File: src/rtl/tdm_demux_pkg.sv
// Shared definitions for the TDM multiplexer family: FSM state encodings
// and the slot-counter width helper used by the demux and the planned mux.
package tdm_demux_pkg;

  typedef enum logic {
    ST_HUNT   = 1'b0,
    ST_LOCKED = 1'b1
  } state_t;

  localparam int MIN_NCH = 2;
  localparam int MAX_NCH = 16;

  // ceil(log2(n)), never below 1 so a two-channel frame still gets a 1-bit slot.
  function automatic int slot_width(input int n);
    int w;
    w = 1;
    while ((1 << w) < n) w++;
    return w;
  endfunction

endpackage

File: src/rtl/tdm_demux_mod_counter.sv
// Modulo-MOD wrapping counter. load0 restarts the sequence at 0; if en is
// asserted in the same cycle the restart counts as the first step (count=1).
module mod_counter
  import tdm_demux_pkg::*;
#(
  parameter int MOD = 4,
  parameter int W   = slot_width(MOD)
) (
  input  logic         clk,
  input  logic         rst,
  input  logic         en,
  input  logic         load0,
  output logic [W-1:0] count,
  output logic         wrap
);

  localparam logic [W-1:0] LAST = W'(MOD - 1);

  logic [W-1:0] base;
  logic [W-1:0] count_nxt;

  // Wrap is decided by compare so non-power-of-two MOD works.
  always_comb begin
    base      = load0 ? '0 : count;
    count_nxt = base;
    if (en) begin
      count_nxt = (base == LAST) ? '0 : base + 1'b1;
    end
  end

  assign wrap = (count == LAST);

  // NOTE: sequential state uses non-blocking assignments so every flop samples
  // pre-edge values regardless of process ordering.
  always_ff @(posedge clk) begin
    if (rst) begin
      count <= '0;
    end else begin
      count <= count_nxt;
    end
  end

endmodule

File: src/rtl/tdm_demux.sv
// Time-division demultiplexer: locks onto frame_start, steers each valid
// sample into its channel register and flags frame-alignment errors.
module tdm_demux
  import tdm_demux_pkg::*;
#(
  parameter int WIDTH = 8,
  parameter int NCH   = 4
) (
  input  logic                 clk,
  input  logic                 rst,
  input  logic [WIDTH-1:0]     din,
  input  logic                 din_valid,
  input  logic                 frame_start,
  output logic [NCH*WIDTH-1:0] ch_data,
  output logic [NCH-1:0]       ch_valid,
  output logic                 frame_done,
  output logic                 locked,
  output logic                 sync_err
);

  localparam int SW = slot_width(NCH);

  state_t        state;
  state_t        state_nxt;
  logic [SW-1:0] slot;
  logic          slot_last;
  logic          cnt_en;
  logic          cnt_load0;
  logic          cap;
  logic [SW-1:0] cap_ch;
  logic          done_nxt;
  logic          err_nxt;

  mod_counter #(
    .MOD (NCH),
    .W   (SW)
  ) u_slot (
    .clk   (clk),
    .rst   (rst),
    .en    (cnt_en),
    .load0 (cnt_load0),
    .count (slot),
    .wrap  (slot_last)
  );

  always_ff @(posedge clk) begin
    if (rst) begin
      state <= ST_HUNT;
    end else begin
      state <= state_nxt;
    end
  end

  // NOTE: every combinational output gets a default first, so no path through
  // the case/if tree can leave a value unassigned and infer a latch.
  always_comb begin
    state_nxt = state;
    case (state)
      ST_HUNT: begin
        if (din_valid && frame_start) state_nxt = ST_LOCKED;
      end
      ST_LOCKED: begin
        if (din_valid && !frame_start && slot == '0) state_nxt = ST_HUNT;
      end
      default: state_nxt = ST_HUNT;
    endcase
  end

  // A frame_start sample always lands in channel 0 and restarts the slot
  // sequence at 1; only a missing frame_start at slot 0 drops back to HUNT.
  always_comb begin
    cap       = 1'b0;
    cap_ch    = '0;
    cnt_en    = 1'b0;
    cnt_load0 = 1'b0;
    done_nxt  = 1'b0;
    err_nxt   = 1'b0;
    if (din_valid) begin
      case (state)
        ST_HUNT: begin
          if (frame_start) begin
            cap       = 1'b1;
            cnt_load0 = 1'b1;
            cnt_en    = 1'b1;
          end
        end
        ST_LOCKED: begin
          if (frame_start) begin
            cap       = 1'b1;
            cnt_load0 = 1'b1;
            cnt_en    = 1'b1;
            err_nxt   = (slot != '0);
          end else if (slot == '0) begin
            cnt_load0 = 1'b1;
            err_nxt   = 1'b1;
          end else begin
            cap      = 1'b1;
            cap_ch   = slot;
            cnt_en   = 1'b1;
            done_nxt = slot_last;
          end
        end
        default: ;
      endcase
    end
  end

  // NOTE: the channel registers are reset because a mid-frame reset must
  // visibly clear stale samples, not merely stop updating them.
  always_ff @(posedge clk) begin
    if (rst) begin
      ch_data    <= '0;
      ch_valid   <= '0;
      frame_done <= 1'b0;
      sync_err   <= 1'b0;
    end else begin
      ch_valid   <= '0;
      frame_done <= done_nxt;
      sync_err   <= err_nxt;
      for (int k = 0; k < NCH; k++) begin
        if (cap && cap_ch == SW'(k)) begin
          ch_data[k*WIDTH +: WIDTH] <= din;
          ch_valid[k]               <= 1'b1;
        end
      end
    end
  end

  assign locked = (state == ST_LOCKED);

endmodule

File: config.mk
export PLATFORM = sky130hd
export DESIGN_NAME = tdm_demux
export DESIGN_NICKNAME = d
export VERILOG_FILES = /design/src/rtl/tdm_demux_pkg.sv /design/src/rtl/tdm_demux_mod_counter.sv /design/src/rtl/tdm_demux.sv
export SDC_FILE = /design/constraint.sdc
export NUM_CORES = 1
export LEC_CHECK = 0
export CORE_MARGIN = 2
export CORE_UTILIZATION = 45
export CTS_CLUSTER_DIAMETER = 100
export DETAILED_ROUTE_END_ITERATION = 8
export GPL_TIMING_DRIVEN = 0
export PLACE_DENSITY_LB_ADDON = 0.12
export SLEW_MARGIN = 30
export SYNTH_ARGS = -nofsm -noshare
export SYNTH_HDL_FRONTEND = slang
export SYNTH_HIERARCHICAL = 1
export SYNTH_SLANG_ARGS = --single-unit
export TNS_END_PERCENT = 10
File: constraint.sdc
create_clock -name clk -period 5 [get_ports clk]
set_clock_uncertainty 0.05 [all_clocks]
set_input_delay 0.75 -clock clk [delete_from_list [all_inputs] [get_ports clk]]
set_output_delay 0.75 -clock clk [all_outputs]
set_load 0.02 [all_outputs]
### After elaboration in Yosys (flattened, before gate mapping)

Cells that the tools add are included.

* bitwise gates (word level): 2
* eq/ne operators: 5
* multiplexer cells: 24
* add/sub/neg operators: 1
* reductions and logical operators: 13

Operators with widths (count)
* two-way mux 1 bit: 14
* two-way mux 2 bit: 7
* == test 2 bit (second input constant): 4
* logical AND 1 bit: 7
* one-hot mux 1 bit (2 select lines): 3
* OR reduction 5 bit: 1
* logical NOT 2 bit: 2
* OR reduction 3 bit: 1
* adder 2 x 1 -> 2 bit (second input constant): 1
* == test 2 x 1 -> 1 bit (second input constant): 1
* NOT 1 bit: 2
* nonzero test 2 bit: 1
* logical NOT 1 bit: 1

* output and inout port bits: 39
* input port bits: 12
* register bits: 41
* word-level logic and storage cells: 54

### Longest topological paths before layout

* depth after elaboration: 9
* mapped depth: 8
* depth with buffers taken out: 8

### Hierarchy

The synthesis kept the hierarchy.

By module, submodules not included
* tdm_demux: area each 1619.1 sq um, cells an instance 163, times used 1, seq. area each 780.7 sq um
* mod_counter: area each 96.3 sq um, cells an instance 9, times used 1, seq. area each 40.0 sq um

### Worst setup path before layout

No wires, ideal clock.

* path type: input -> register
* from: input port frame_start
* to: register ch_data[18]
* cell stages on the path: 7
* buffers on the path: 2
* data arrival time: 1.993 ns
* required time: 4.818 ns
* setup time: 0.132 ns
* slack: 2.824 ns
* path through: buf_4 -> inv_1 -> ha_1 -> or4b_1 -> buf_2 -> o21ai_1 -> a21oi_1

* longest elaborated chain between the ends: 5
* elaborated cells on any way between the ends: 9
* classes of those cells: eq/ne (1); mux (7); reduce/logical (1)

Ends and longest elaborated chain
* start, declared: line tdm_demux.sv:13 `input logic frame_start,`
* two-way mux 2 bit: line tdm_demux.sv:88 `if (frame_start) begin`
* two-way mux 2 bit: line tdm_demux.sv:79 `case (state)`
* two-way mux 2 bit: line tdm_demux.sv:78 `if (din_valid) begin`
* == test 2 bit: line tdm_demux.sv:121 `if (cap && cap_ch == SW'(k)) begin`
* logical AND 1 bit *: line tdm_demux.sv:121
* end signal, assigned by index: line tdm_demux.sv:122 `ch_data[k*WIDTH +: WIDTH] <= din;`
* end, declared: line tdm_demux.sv:14 `output logic [NCH*WIDTH-1:0] ch_data,`

Mark *: on every way between the ends. The rest lies on a longest branch, timed or not.
A chain may end at the register's enable or synchronous reset.

### Worst setup path after layout

* from: register state (netlist: locked)
* to: output port locked

RTL lines
* start, declared: line tdm_demux.sv:23 `state_t state;`
* start signal, assigned: line tdm_demux.sv:50 `state <= state_nxt;`
* end, declared: line tdm_demux.sv:17 `output logic locked,`

No word-level cell between the ends.

==> summary.txt <==
Setup path
  – Reg2reg start: u_slot/count[1]
  – Crit end category: primary output
  – Maximum fanout along the worst path: 10
  – Crit path depth: 1
  – R2R setup slack: 2.97 ns
  – Setup CP Type: reg2out
  – FF-to-FF path depth: 5
  – Critical path buffers and inverters: 1
  – Slowest cell delay on critical path: 0.67 ns
  – RR Endpoint: ch_data[12]
  – Crit start category: flop
  – Slowest stage cell, crit path: clkdlybuf4s50_1
  – Crit-path cells: clkdlybuf4s50_1
  – Worst Path Arrival: 1.45 ns
  – WP data required: 4.20 ns
  – CP top delay family: buffers and inverters

Power and ir drop
  – Pwr/cell area: 265 mW/mm2
  – Lkg Pwr: 0.000912 uW
  – Worst IR Drop VDD: 134 uV

Global routing
  – Gr usage total: 19.8%
  – Initial antenna violation count: 0
  – Pin count of the biggest net entering global routing: 14
  – Global-route wire length before repair: 6310 um
  – Number of global-route vias before repair: 1377
  – Grt ovf: 0

Placed design
  – DP Area: 0.00226 mm2
  – Cell total after placement: 268
  – Post-DP HPWL: 2960 um
  – PortBufs: 48
  – Gp weighted congestion: 0.799

Clocking
  – Setup repair bufs after CTS: 0
  – Hold-fix buffers, CTS: 0
  – CTS H-tree lvls: 2
  – Maximum buffer depth of the clock tree: 2
  – Worst-path clk slew: 0.08 ns
  – Root buf cell: clkbuf_8
  – CTS tree: built
  – # resized after CTS: 0
  – CTS sink cnt: 41
  – CTS Buf Count: 5
  – Clock latency on the worst-skew pair: 0.29 ns

Logic synthesis
  – Top_reg_cell synth: dfxtp_1
  – Syn avg cell area: 9.97 um2
  – Cell variety after synth: 32
  – FFs w/ async S/R, synth: 0%
  – Register area share after synthesis: 47.8%
  – Cells after Synth: 172
  – Mapped Nets: 186
  – Register bit total from synthesis: 41
  – Mapped cell area: 0.00172 mm2
  – Ys Warns: 6
  – Post-synth EDFFs: 0

Die
  – Die W: 65.7 um
  – Site Rows: 22
  – Ports: 51
  – Die height: 65.7 um
  – Die ar.: 0.00432 mm2
  – Core footprint: 0.00366 mm2
  – Initial Util: 46.9%

Detailed routing
  – Vias per cell: 5.06
  – Via Count: 1396
  – Wire per inst: 14.4 um
  – Iteration-0 DRC Markers: 72
  – Drt first pass iters: 4
  – Final wirelength: 3970 um
  – Antenna Nets Post-Route: 0
  – Remaining DRCs: 0

Timing
  – Final Hold Violating Endpoints: 0
  – Final TNS setup: 0 ns
  – RSZ-0062 raised after global routing: false
  – Final setup violation count: 0
  – Max frequency: 0.444 GHz
  – Slew Limit Fails: 0
  – Final worst path period need: 2.25 ns
  – Slew @ Worst Pin: 0.685 ns
  – Slew headroom: 54.2%
  – Final Cycle Share: 45.1%

Cells and area
  – Most frequent cells in the layout: clkdlybuf4s50_1 (48), dfxtp_1 (41), nand2b_1 (34)
  – Antenna Cells: 0
  – Fill cells: 325
  – Fraction of layout cells with a size suffix above 1: 8.77%
  – Final instance area: 0.00234 mm2
  – Non-filler cells, final: 276
  – Final net count: 241
  – Final core utilization: 64.0%
  – Area added between synthesis and finish: 36.5%
  – Most common cell after layout, fill and taps aside: clkdlybuf4s50_1

Min path
  – Hold path startpoint: ch_data[24]
  – Hold EP: ch_data[24]
  – Worst Hold Class: reg2reg
  – Hold Path Cell Cnt: 2

Run
  – Max-cap violations: 0

Run status
  – Outcome: finished clean
## kinds of logic (layout without fill, tap and decap cells)
family          Yosys count  in the layout  synth area share (%)
mux                      24             24                  14.0
buf+inv                  14             70                  3.57
flops                    41             41                  47.8
compound gates           22             22                  7.15
simple gates             67             67                  24.9
xor+xnor                  2              2                  1.02
fa+ha+maj                 2              2                  1.46
## worst min-delay path, delay by kind of cell, from the launching register on
| family | cells | cell delay [ns] |
|---|---|---|
| mux | 1 | 0.06 |
| simple gates | 1 | 0.06 |
| flops | 1 | 0.31 |
## flip-flops by register name (all words and copies together) (netlist names)
name,cells
ch_data,32
u_slot/count,2
sync_err,1
frame_done,1
locked,1
ch_valid,4
## synth_stat cells, drive strengths merged (2+ instances only)
cell type	instances	area, um2
dfxtp	41	821
nand2b	34	213
mux2i	24	240
a21oi	11	55.1
nand3	9	45.0
o21ai	9	45.0
buf	6	31.3
clkbuf	5	18.8
nand2	5	18.8
nor2	5	18.8
inv	3	11.3
nor3	3	20.0
and2	2	13.8
ha	2	25.0
nor3b	2	26.3
## layer usage
layer | vias up | GRT usage, % | share of wire (%)
met5 | - | 0 | 0
met4 | 0 | 7.81 | 1.5
met3 | 8 | 4.45 | 4.3
met2 | 41 | 33.0 | 49
met1 | 656 | 24.8 | 45
li1 | 691 | - | -
## worst max path at each step
stage	startpoint	endpoint	slack (ns)
finish	locked	locked	2.75
global placement	rst	ch_valid[1]	2.48
CTS	locked	locked	2.73
floorplan	frame_start	ch_data[18]	2.82
global route	rst	locked	2.68
detailed placement	rst	ch_valid[1]	2.48
## through the flow
stage | hold WS, ns | total power [uW] | worst slack [ns]
after floorplan | 0.496 | 385 | 2.82
after global placement | 0.411 | 412 | 2.48
after detailed placement | 0.418 | 414 | 2.48
after CTS | 0.432 | 623 | 2.73
after global routing | 0.453 | 647 | 2.68
final | 0.426 | 621 | 2.75
## power by group
| part | leakage [uW] | switching (uW) | internal (uW) |
|---|---|---|---|
| Clock | 0.0000439 | 118 | 96.3 |
| Sequential | 0.000332 | 6.07 | 333 |
| Combinational | 0.000536 | 35.4 | 32.5 |
| Total | 0.000912 | 160 | 461 |
## cell type report
cell class / instances / area [um2] / share of cell area [%]
clock inverters: 3 / 17.5 / 0.748
inverters: 3 / 11.3 / 0.481
flip-flops and latches: 41 / 821 / 35.0
multi-input cells: 117 / 833 / 35.6
clock buffers: 5 / 68.8 / 2.94
well taps: 48 / 60.1 / 2.56
repair buffers: 48 / 480 / 20.5
plain buffers: 11 / 50.0 / 2.14
Note: power is estimated with default switching activity, not from simulation.
